File: src/rtl/bq_multi.sv
// Multi-channel time-multiplexed Direct-Form-I biquad with a Wishbone register file.
// One shared multiplier-accumulator walks the five taps of one sample at a time.
module bq_multi #(
   parameter int DW   = 12,
   parameter int CW   = 16,
   parameter int FRAC = 14,
   parameter int NCH  = 4,
   parameter int CHW  = 3
) (
   input  logic          wb_clk_i,
   input  logic          wb_rst_i,
   input  logic          wb_cyc_i,
   input  logic          wb_stb_i,
   input  logic          wb_we_i,
   input  logic [31:0]   wb_adr_i,
   input  logic [31:0]   wb_dat_i,
   input  logic [3:0]    wb_sel_i,
   output logic [31:0]   wb_dat_o,
   output logic          wb_ack_o,
   input  logic [DW-1:0] x_i,
   input  logic [CHW-1:0] x_ch_i,
   input  logic          x_valid_i,
   output logic          x_ready_o,
   output logic [DW-1:0] y_o,
   output logic [CHW-1:0] y_ch_o,
   output logic          y_valid_o
);

   localparam int ACCW  = DW + CW + 3;
   localparam int PW    = DW + CW;
   localparam int NSLOT = 1 << CHW;
   localparam logic signed [ACCW-1:0] RHALF = ACCW'(1) << (FRAC - 1);
   localparam logic signed [ACCW-1:0] YMAX  = ACCW'((1 << (DW - 1)) - 1);
   localparam logic signed [ACCW-1:0] YMIN  = ~YMAX;

   typedef enum logic [2:0] {IDLE, MAC0, MAC1, MAC2, MAC3, MAC4, DONE} state_t;

   // Per-channel register file and filter history; slots at or above NCH are never written.
   logic signed [CW-1:0] coef [NSLOT][5];
   logic                 en_r  [NSLOT];
   logic                 sat_r [NSLOT];
   logic signed [DW-1:0] hx1 [NSLOT];
   logic signed [DW-1:0] hx2 [NSLOT];
   logic signed [DW-1:0] hy1 [NSLOT];
   logic signed [DW-1:0] hy2 [NSLOT];

   state_t               state;
   logic [CHW-1:0]       w_ch;
   logic                 w_ok;
   logic                 w_en;
   logic signed [CW-1:0] w_coef [5];
   logic signed [DW-1:0] w_x;
   logic signed [DW-1:0] w_x1;
   logic signed [DW-1:0] w_x2;
   logic signed [DW-1:0] w_y1;
   logic signed [DW-1:0] w_y2;
   logic signed [ACCW-1:0] acc;

   logic signed [CW-1:0]   mac_coef;
   logic signed [DW-1:0]   mac_opnd;
   logic                   mac_sub;
   logic signed [PW-1:0]   prod;
   logic signed [ACCW-1:0] acc_next;
   logic signed [ACCW-1:0] rnd;
   logic signed [ACCW-1:0] shf;
   logic signed [DW-1:0]   y_sat;
   logic signed [DW-1:0]   y_new;
   logic                   clip;
   logic                   commit;
   logic                   sat_hit;

   logic                 wb_req;
   logic                 wb_ch_ok;
   logic [CHW-1:0]       wb_ch;
   logic [2:0]           wb_word;
   logic [31:0]          rd_data;
   logic                 unused_bits;

   assign unused_bits = ^{wb_sel_i, wb_adr_i[31:8], wb_adr_i[1:0], wb_dat_i[31:CW]};

   assign wb_req   = wb_cyc_i & wb_stb_i & ~wb_ack_o;
   assign wb_ch    = wb_adr_i[5 +: CHW];
   assign wb_word  = wb_adr_i[4:2];
   assign wb_ch_ok = int'(wb_adr_i[7:5]) < NCH;

   assign x_ready_o = (state == IDLE) & ~wb_rst_i;

   always_comb begin
      rd_data = '0;
      if (wb_ch_ok) begin
         for (int k = 0; k < 5; k++) begin
            if (wb_word == 3'(k)) rd_data = 32'(coef[wb_ch][k]);
         end
         if (wb_word == 3'd5) rd_data = {31'd0, en_r[wb_ch]};
         if (wb_word == 3'd6) rd_data = {31'd0, sat_r[wb_ch]};
      end
   end

   // Tap selection: feed-forward taps add, feedback taps subtract.
   always_comb begin
      mac_coef = '0;
      mac_opnd = '0;
      mac_sub  = 1'b0;
      case (state)
         MAC0: begin mac_coef = w_coef[0]; mac_opnd = w_x;  end
         MAC1: begin mac_coef = w_coef[1]; mac_opnd = w_x1; end
         MAC2: begin mac_coef = w_coef[2]; mac_opnd = w_x2; end
         MAC3: begin mac_coef = w_coef[3]; mac_opnd = w_y1; mac_sub = 1'b1; end
         MAC4: begin mac_coef = w_coef[4]; mac_opnd = w_y2; mac_sub = 1'b1; end
         default: ;
      endcase
   end

   assign prod     = PW'(mac_opnd) * PW'(mac_coef);
   assign acc_next = mac_sub ? acc - ACCW'(prod) : acc + ACCW'(prod);
   assign rnd      = acc + RHALF;
   assign shf      = rnd >>> FRAC;

   always_comb begin
      clip  = 1'b0;
      y_sat = shf[DW-1:0];
      if (shf > YMAX) begin
         y_sat = YMAX[DW-1:0];
         clip  = 1'b1;
      end else if (shf < YMIN) begin
         y_sat = YMIN[DW-1:0];
         clip  = 1'b1;
      end
   end

   assign y_new   = w_en ? y_sat : w_x;
   assign commit  = (state == DONE) & w_ok;
   assign sat_hit = commit & w_en & clip;

   // Register file: statement order gives CLR priority over the history shift
   // and a saturation event priority over write-1-to-clear.
   always_ff @(posedge wb_clk_i) begin
      if (wb_rst_i) begin
         wb_ack_o <= 1'b0;
         wb_dat_o <= '0;
         for (int c = 0; c < NSLOT; c++) begin
            for (int k = 0; k < 5; k++) coef[c][k] <= '0;
            en_r[c]  <= 1'b0;
            sat_r[c] <= 1'b0;
            hx1[c]   <= '0;
            hx2[c]   <= '0;
            hy1[c]   <= '0;
            hy2[c]   <= '0;
         end
      end else begin
         wb_ack_o <= wb_req;
         wb_dat_o <= wb_req ? rd_data : '0;
         if (commit) begin
            hx2[w_ch] <= hx1[w_ch];
            hx1[w_ch] <= w_x;
            hy2[w_ch] <= hy1[w_ch];
            hy1[w_ch] <= y_new;
         end
         if (wb_req && wb_we_i && wb_ch_ok) begin
            for (int k = 0; k < 5; k++) begin
               if (wb_word == 3'(k)) coef[wb_ch][k] <= wb_dat_i[CW-1:0];
            end
            if (wb_word == 3'd5) begin
               en_r[wb_ch] <= wb_dat_i[0];
               if (wb_dat_i[1]) begin
                  hx1[wb_ch] <= '0;
                  hx2[wb_ch] <= '0;
                  hy1[wb_ch] <= '0;
                  hy2[wb_ch] <= '0;
               end
            end
            if (wb_word == 3'd6 && wb_dat_i[0]) sat_r[wb_ch] <= 1'b0;
         end
         if (sat_hit) sat_r[w_ch] <= 1'b1;
      end
   end

   // Sequencer: snapshot everything the sample needs at capture, then one tap per cycle.
   always_ff @(posedge wb_clk_i) begin
      if (wb_rst_i) begin
         state     <= IDLE;
         acc       <= '0;
         y_o       <= '0;
         y_ch_o    <= '0;
         y_valid_o <= 1'b0;
         w_ch      <= '0;
         w_ok      <= 1'b0;
         w_en      <= 1'b0;
         w_x       <= '0;
         w_x1      <= '0;
         w_x2      <= '0;
         w_y1      <= '0;
         w_y2      <= '0;
         for (int k = 0; k < 5; k++) w_coef[k] <= '0;
      end else begin
         y_valid_o <= 1'b0;
         case (state)
            IDLE: begin
               if (x_valid_i) begin
                  w_x  <= x_i;
                  w_ch <= x_ch_i;
                  w_ok <= int'(x_ch_i) < NCH;
                  w_en <= en_r[x_ch_i];
                  w_x1 <= hx1[x_ch_i];
                  w_x2 <= hx2[x_ch_i];
                  w_y1 <= hy1[x_ch_i];
                  w_y2 <= hy2[x_ch_i];
                  for (int k = 0; k < 5; k++) w_coef[k] <= coef[x_ch_i][k];
                  acc   <= '0;
                  state <= MAC0;
               end
            end
            MAC0: begin acc <= acc_next; state <= MAC1; end
            MAC1: begin acc <= acc_next; state <= MAC2; end
            MAC2: begin acc <= acc_next; state <= MAC3; end
            MAC3: begin acc <= acc_next; state <= MAC4; end
            MAC4: begin acc <= acc_next; state <= DONE; end
            DONE: begin
               if (w_ok) begin
                  y_o       <= y_new;
                  y_ch_o    <= w_ch;
                  y_valid_o <= 1'b1;
               end
               state <= IDLE;
            end
            default: state <= IDLE;
         endcase
      end
   end

endmodule

File: config.mk
export PLATFORM = sky130hd
export DESIGN_NAME = bq_multi
export DESIGN_NICKNAME = d
export VERILOG_FILES = /design/src/rtl/bq_multi.sv
export SDC_FILE = /design/constraint.sdc
export NUM_CORES = 2
export LEC_CHECK = 0
export CORE_MARGIN = 2
export CORE_UTILIZATION = 50
export CTS_CLUSTER_SIZE = 16
export DETAILED_ROUTE_END_ITERATION = 12
export GPL_TIMING_DRIVEN = 0
export PLACE_DENSITY = 0.69
export SYNTH_ARGS = -nofsm -noshare
export SYNTH_HDL_FRONTEND = slang
export SYNTH_SLANG_ARGS = --single-unit
File: constraint.sdc
create_clock -name wb_clk_i -period 9.4 [get_ports wb_clk_i]
set_input_delay 1.88 -clock wb_clk_i [delete_from_list [all_inputs] [get_ports wb_clk_i]]
set_output_delay 1.88 -clock wb_clk_i [all_outputs]
set_load 0.03 [all_outputs]
# Word level (Yosys, flattened, before mapping)
# Memory sizes are Yosys's and may differ from the RTL's. A register that Yosys moved wholly into a read port is not among the register bits.
# Index checks and enable logic that the tools add are counted.
dict set report totals {
  n_memories 8
  input_bits 89
  mem_bits_rw 1120
  register_bits 99
  elab_cells 193
}
# memory depth width rd rd_ports_with_merged_regs wr line
set mem_list {}
lappend mem_list {coef 8 80 2 0 8 39} ;# logic signed [CW-1:0] coef [NSLOT][5];
lappend mem_list {hx1 8 12 2 2 8 42} ;# logic signed [DW-1:0] hx1 [NSLOT];
lappend mem_list {hx2 8 12 1 1 8 43} ;# logic signed [DW-1:0] hx2 [NSLOT];
lappend mem_list {hy1 8 12 2 2 8 44} ;# logic signed [DW-1:0] hy1 [NSLOT];
lappend mem_list {hy2 8 12 1 1 8 45} ;# logic signed [DW-1:0] hy2 [NSLOT];
lappend mem_list {w_coef 5 16 5 0 5 51} ;# logic signed [CW-1:0] w_coef [5];
lappend mem_list {{2 more memories} - - - - - -}
dict set report classes {
  reduce_logical 26
  muxes 111
  bitwise 16
  n_addsub 3
  n_mul 1
  n_eq_ne 13
  n_lt_le_gt_ge 4
}
# cell count
set ops {}
lappend ops {{32-bit two-way mux} 5}
lappend ops {{12-bit two-way mux} 11}
lappend ops {{12-bit OR reduction} 8}
lappend ops {{16-bit two-way mux} 5}
lappend ops {{80-bit two-way mux} 1}
lappend ops {{16-bit case mux with 5 select lines} 1}
lappend ops {{80-bit OR reduction} 1}
lappend ops {{1-bit two-way mux} 65}
lappend ops {{31-bit two-way mux} 2}
lappend ops {{31-bit case mux with 2 select lines} 1}
lappend ops {{12-bit case mux with 5 select lines} 1}
lappend ops {{3-bit two-way mux} 17}
lappend ops {{31-bit by 15-bit adder with 31-bit output, second input constant} 1}
lappend ops {{31-bit by 28-bit adder with 31-bit output} 1}
lappend ops {{31-bit by 28-bit subtractor with 31-bit output} 1}
lappend ops {{12-bit by 16-bit multiplier with 28-bit output} 1}
lappend ops {{3-bit equality test, second input constant} 6}
lappend ops {{3-bit case mux with 6 select lines} 1}
lappend ops {{17-bit by 12-bit greater-than comparator with 1-bit output, second input constant} 1}
lappend ops {{17-bit by 12-bit less-than comparator with 1-bit output, second input constant} 1}
lappend ops {{3-bit by 2-bit equality test with 1-bit output, second input constant} 4}
lappend ops {{5-bit OR reduction} 2}
lappend ops {{1-bit AND} 6}
lappend ops {{3-bit by 1-bit equality test with 1-bit output, second input constant} 2}
lappend ops {{12 further kinds} 29}

# Logic depth before layout (Yosys ltp)
dict set report depth {
  ltp_word 10
  mapped_depth 44
  depth_no_buf 40
}

# Worst setup path before layout
# Ideal clock, no wire load.
dict set report synth_timing {
  path_kind {reg2reg}
  from {reg state[0]}
  to {reg acc[30]}
  path_slack_ns 0.055
  t_arrival_ns 9.271
  path_stages_with_launch 39
  path_cell_list {dfxtp_1 > buf_2 > buf_1 > clkbuf_1 > mux2_2 > a221oi_1 > nor2_1 > and2_1 > fa_1 > fa_1 > inv_1 > fa_1 > inv_1 > fa_1 > inv_1 > fa_1 > inv_1 > ha_1 > [3 not listed] > nand2b_1 > xor2_1 > or2_2 > nor2_1 > a21oi_1 > xnor2_1 > ha_1 > a21o_1 > a21o_1 > a21oi_1 > o21ai_0 > a31o_2 > o41a_1 > a21o_1 > a21oi_1 > xor2_1 > a21oi_1 > o22ai_1}
}
dict set report synth_via {
  elab_chain_len 6
  word_cells_on_any_way 19
  classes_between {2 x add/sub; 1 x mul; 6 x eq/ne; 5 x mux; 5 x reduce/logical}
}
# element line
set synth_lines {}
lappend synth_lines {{from (decl)} 47} ;# state_t state;
lappend synth_lines {{from (signal assigned)} 181} ;# state <= IDLE;
lappend synth_lines {{from (signal assigned)} 210} ;# state <= MAC0;
lappend synth_lines {{from (signal assigned)} 213} ;# MAC0: begin acc <= acc_next; state <= MAC1; end
lappend synth_lines {{3-bit equality test (tied with other cells)} {104, 197}}
lappend synth_lines {{12-bit case mux with 5 select lines or 16-bit case mux with 5 select lines (tied branches)} 104} ;# case (state)
lappend synth_lines {{12-bit by 16-bit multiplier with 28-bit output} 114} ;# assign prod = PW'(mac_opnd) * PW'(mac_coef);
lappend synth_lines {{31-bit by 28-bit adder with 31-bit output or 31-bit by 28-bit subtractor with 31-bit output (tied branches)} 115} ;# assign acc_next = mac_sub ? acc - ACCW'(prod) : acc + ACCW'(prod);
lappend synth_lines {{31-bit two-way mux} 115}
lappend synth_lines {{31-bit case mux with 2 select lines} 197} ;# case (state)
lappend synth_lines {{to (signal assigned)} 209} ;# acc <= '0;
lappend synth_lines {{to (signal assigned)} 213}
lappend synth_lines {{to (signal assigned)} 214} ;# MAC1: begin acc <= acc_next; state <= MAC2; end
lappend synth_lines {{to (decl)} 57} ;# logic signed [ACCW-1:0] acc;
# Several ways; a longest one is shown, not always the timed one.
# A chain may end at the register's enable or synchronous reset.

# Final worst setup path
# Ends and elaborated chain as after synthesis.

==> metrics.md <==
| Metric | Value |
|---|---|
| Clock Skew | 42.3 ps |
| Setup WS pre-CTS | -2370 ps |
| Hold/Removal Path Class | flip-flop to flip-flop |
| NetSw | 4.32 mW |
| Num ports | 139 |
| Hold Crit Start | hx2[3][10] |
| Synth cell count leaders | 728 x edfxtp_1, 527 x dfxtp_1, 478 x nand2_1, 459 x nand3_1, 407 x clkbuf_1 |
| Seq/Total Area, Yosys | between 40% and 50% |
| Worst r2r src | state[0] |
| Max-slew violation count | 37 |
| CP Max Fanout | 8 |
| RR Endpoint | acc[30] |
| P&R area growth vs syn | 16.6% |
| Final worst slack | 184 ps |
| Placed insts | 8099 |
| Hold WS | 465 ps |
| Final Core Density | a little under 60% |
| Hold path endpoint | hx2[3][10] |
| Total gr overflow | 0 |
| Sequential Area | between 0.03 and 0.04 mm2 |
| Number of distinct library cells after synthesis | 83 |
| Crit Path Category | flip-flop to flip-flop |
| Hold Fails Final Rpt | 0 |
| P_int | 10.4 mW |
| Syn avg cell area | 11.3 um2 |
| Power Total | ~15 mW |
| Number of global-route vias before repair | around 52000 |
| Crit-path max cell delay | 540 ps |
| Switch share | about 29% |
| Post-synth EDFFs | 728 |
| # setup viols final | 0 |
| Fill count | 11000 |
| CTS Hold Bufs | 0 |
| Row count | 134 |
| Finished Cell Area | 0.0780 mm2 |
| CTS root buf | clkbuf_16 |
| Routability Congestion | 1.02 |
| Min Tclk post-route | 9220 ps |
| Share of cells above drive strength 1 | between 10% and 20% |
| First drt pass iteration count | 6 |
| Maxcap violations | 6 |
| Status | finished, violations left |
| Bufs on Longest Clock Path | 3 |
| Multi-input gate area | 0.0337 mm2 |
| Post-synth top area cell | edfxtp_1 |
| Top cells by area, synth | edfxtp_1 33%, dfxtp_1 16%, mux4_2 11% |
| Worst slew pin tran | 1610 ps |
| DR iter-0 viols | 9221 |
| WP data arrival | about 10000 ps |
| Tot GR Track Use | 37.8% |
| Tcrit/Tclk final | 98.0% |
| Clk pin slew, worst setup/hold paths | 60 ps |
| Num CTS Buffers | 137 |
| FF+latch count, synth | 1255 |
| Yosys warnings | 0 |
| Sink Count | approximately 1300 |
| Synthesized area | between 0.06 and 0.07 mm2 |
| Slowest-stage cell, CP | fa_1 |
| I/O Buffers | 72 |
| Die width | 370 um |
| Setup TNS | 0 ps |
| Async set-or-reset flop fraction in the synthesized netlist | 0% |
| Startpoint Class | flip-flop |
| Failing checks | capacitance limit, slew limit |
| Die ar. | between 0.1 and 0.15 mm2 |
| Syn Inst Count | between 5000 and 6000 |
| Worst path required time | 10100 ps |
| Post-layout nets | 6914 |
| Pleak | 29.0 nW |
| Hold Crit Depth | 2 |
| Drt wl/cell | around 31 um |
| Finished Layout Cells | about 8400 |
| Pwr dens | roughly 190 mW/mm2 |
| Slew HR | -7.56% |
| Vias | between 50000 and 60000 |
| Largest net degree at the start of global routing | 76 |
| DP Area | 0.0714 mm2 |
| Post-synth top area share | 32.7% |
| First-pass GRT wire length | 371 mm |
| Most common cell in the netlist | edfxtp_1 |
| Vias per cell | 6.50 |
| # DRC | 0 |
| Die H | roughly 370 um |
| Sequential Power Share | between 40% and 50% |
| Fmax | between 100 and 150 MHz |
| Clock Latency Late Sink | 810 ps |
| VDD IR-drop max | 0.182 mV |
| Crit. End Element | flip-flop |
| Unrepaired setup endpoints after global routing | yes |
| R2R setup slack | 180 ps |
| CTS tree | built |
| R2R cell count | 40 |
| Starting Density | 50.2% |
| H-tree depth | 4 |
| DRT Wirelength | 262 mm |
| Synth Flop Type | edfxtp_1 |
| Antenna viol nets, final | 0 |
| Clock group share of total power | between 30% and 40% |
| Antenna violations before repair | 7 |
| Core ar. | 0.133 mm2 |
| DPL Wire Length | 191 mm |
| Comb pwr share | about a fifth |
state kept, by name, summed over array words and instances (netlist names), named ones only:
register and count:
w_y1 12, state 3, acc 31, w_x1 12, wb_ack_o 1, hx2 96
w_x 12, sat_r 8, w_x2 12, hy1 96, wb_dat_o 16, coef 640
w_y2 12, y_ch_o 3, hy2 96, w_coef 80, y_valid_o 1, hx1 96
y_o 12, w_en 1, w_ok 1, w_ch 3, en_r 8
layer usage:
| metal | GRT usage, % | wire length [um] | vias up |
|---|---|---|---|
| met2 | 56.5 | 113000 | 4311 |
| li1 | - | - | 22700 |
| met5 | 0 | 30 | - |
| met1 | 48.9 | 93600 | 26900 |
| met4 | 25.0 | 21200 | 4 |
| met3 | 9.64 | 33500 | 952 |
timing repair:
| item | 4_1_cts | 5_1_grt |
|---|---|---|
| buffers inserted | 24 | 65 |
| gates resized for setup | 188 | 127 |
| cloned | 0 | 2 |
| pin swaps | 17 | 65 |
| endpoints found under the setup margin | 19 | 9 |
power groups by stage:
stage | Combinational, mW | Clock, mW | Sequential [mW]
after floorplan | 1.64 | 0 | 6.32
after global placement | 2.39 | 0 | 6.41
after detailed placement | 2.43 | 0 | 6.41
after CTS | 2.52 | 5.53 | 6.30
after global routing | 2.94 | 5.74 | 6.33
final | 2.81 | 5.56 | 6.32
worst max-delay path by stage:
stage | startpoint | endpoint | slack (ps) | depth (start not counted)
after floorplan | state[0] | acc[30] | 50 | 38
after global placement | state[0] | acc[30] | -2740 | 38
after detailed placement | state[0] | acc[30] | -2370 | 40
after CTS | state[1] | acc[30] | 10 | 38
after global routing | state[0] | acc[30] | -160 | 39
final | state[0] | acc[30] | 180 | 40
cells in the final DEF, fill, tap and decap left out, drive strengths merged, types with 8 or more instances in the layout:
| cell | count |
|---|---|
| edfxtp | 728 |
| clkbuf | 564 |
| dfxtp | 527 |
| nand2 | 478 |
| nand3 | 459 |
| and2 | 362 |
| nor2 | 333 |
| conb | 324 |
| mux4 | 319 |
| o21ai | 282 |
| a21oi | 274 |
| buf | 255 |
| inv | 237 |
| mux2i | 199 |
| fa | 180 |
| a22oi | 168 |
| ha | 92 |
| a211oi | 87 |
| clkdlybuf4s50 | 72 |
| mux2 | 65 |
| xnor2 | 59 |
| a221oi | 58 |
| a22o | 56 |
| o22ai | 55 |
| nor3 | 49 |
| clkinv | 47 |
| and3 | 31 |
| nor2b | 31 |
| xor2 | 30 |
| a21o | 26 |
| o211ai | 20 |
| nand4 | 18 |
| a31oi | 18 |
| nand2b | 17 |
| bufinv | 13 |
| diode | 12 |
| or3 | 8 |
| or2 | 8 |
| a221o | 8 |
worst max-delay path: cells and delay by family, from the launching register on:
kind / cells / cell delay (ps)
xor+xnor: 3 / 1000
flops: 1 / 320
simple gates: 6 / 890
buf+inv: 10 / 1110
compound gates: 13 / 2570
fa+ha+maj: 7 / 2850
mux: 1 / 360
final cells by class:
type	instances	area share, %
Antenna cell	12	0.0385
Buffer	531	3.02
Clock buffer	173	4.84
Clock inverter	71	0.971
Inverter	233	1.14
Multi-Input combinational cell	4208	43.2
Sequential cell	1255	41.6
Tap cell	1768	2.84
Timing Repair Buffer	187	2.34
cell families after synthesis:
family,count (synthesis),synth area share (%)
AND/OR/NAND/NOR,1821,13.2
flip-flops,1255,48.5
AO/OA/AOI/OAI,1118,10.7
buffers and inverters,772,4.45
multiplexers,583,14.8
adder cells (fa/ha/maj),272,7.11
XOR/XNOR,90,1.20
other,1,0.00561
Note: power is estimated with default switching activity, not from simulation.
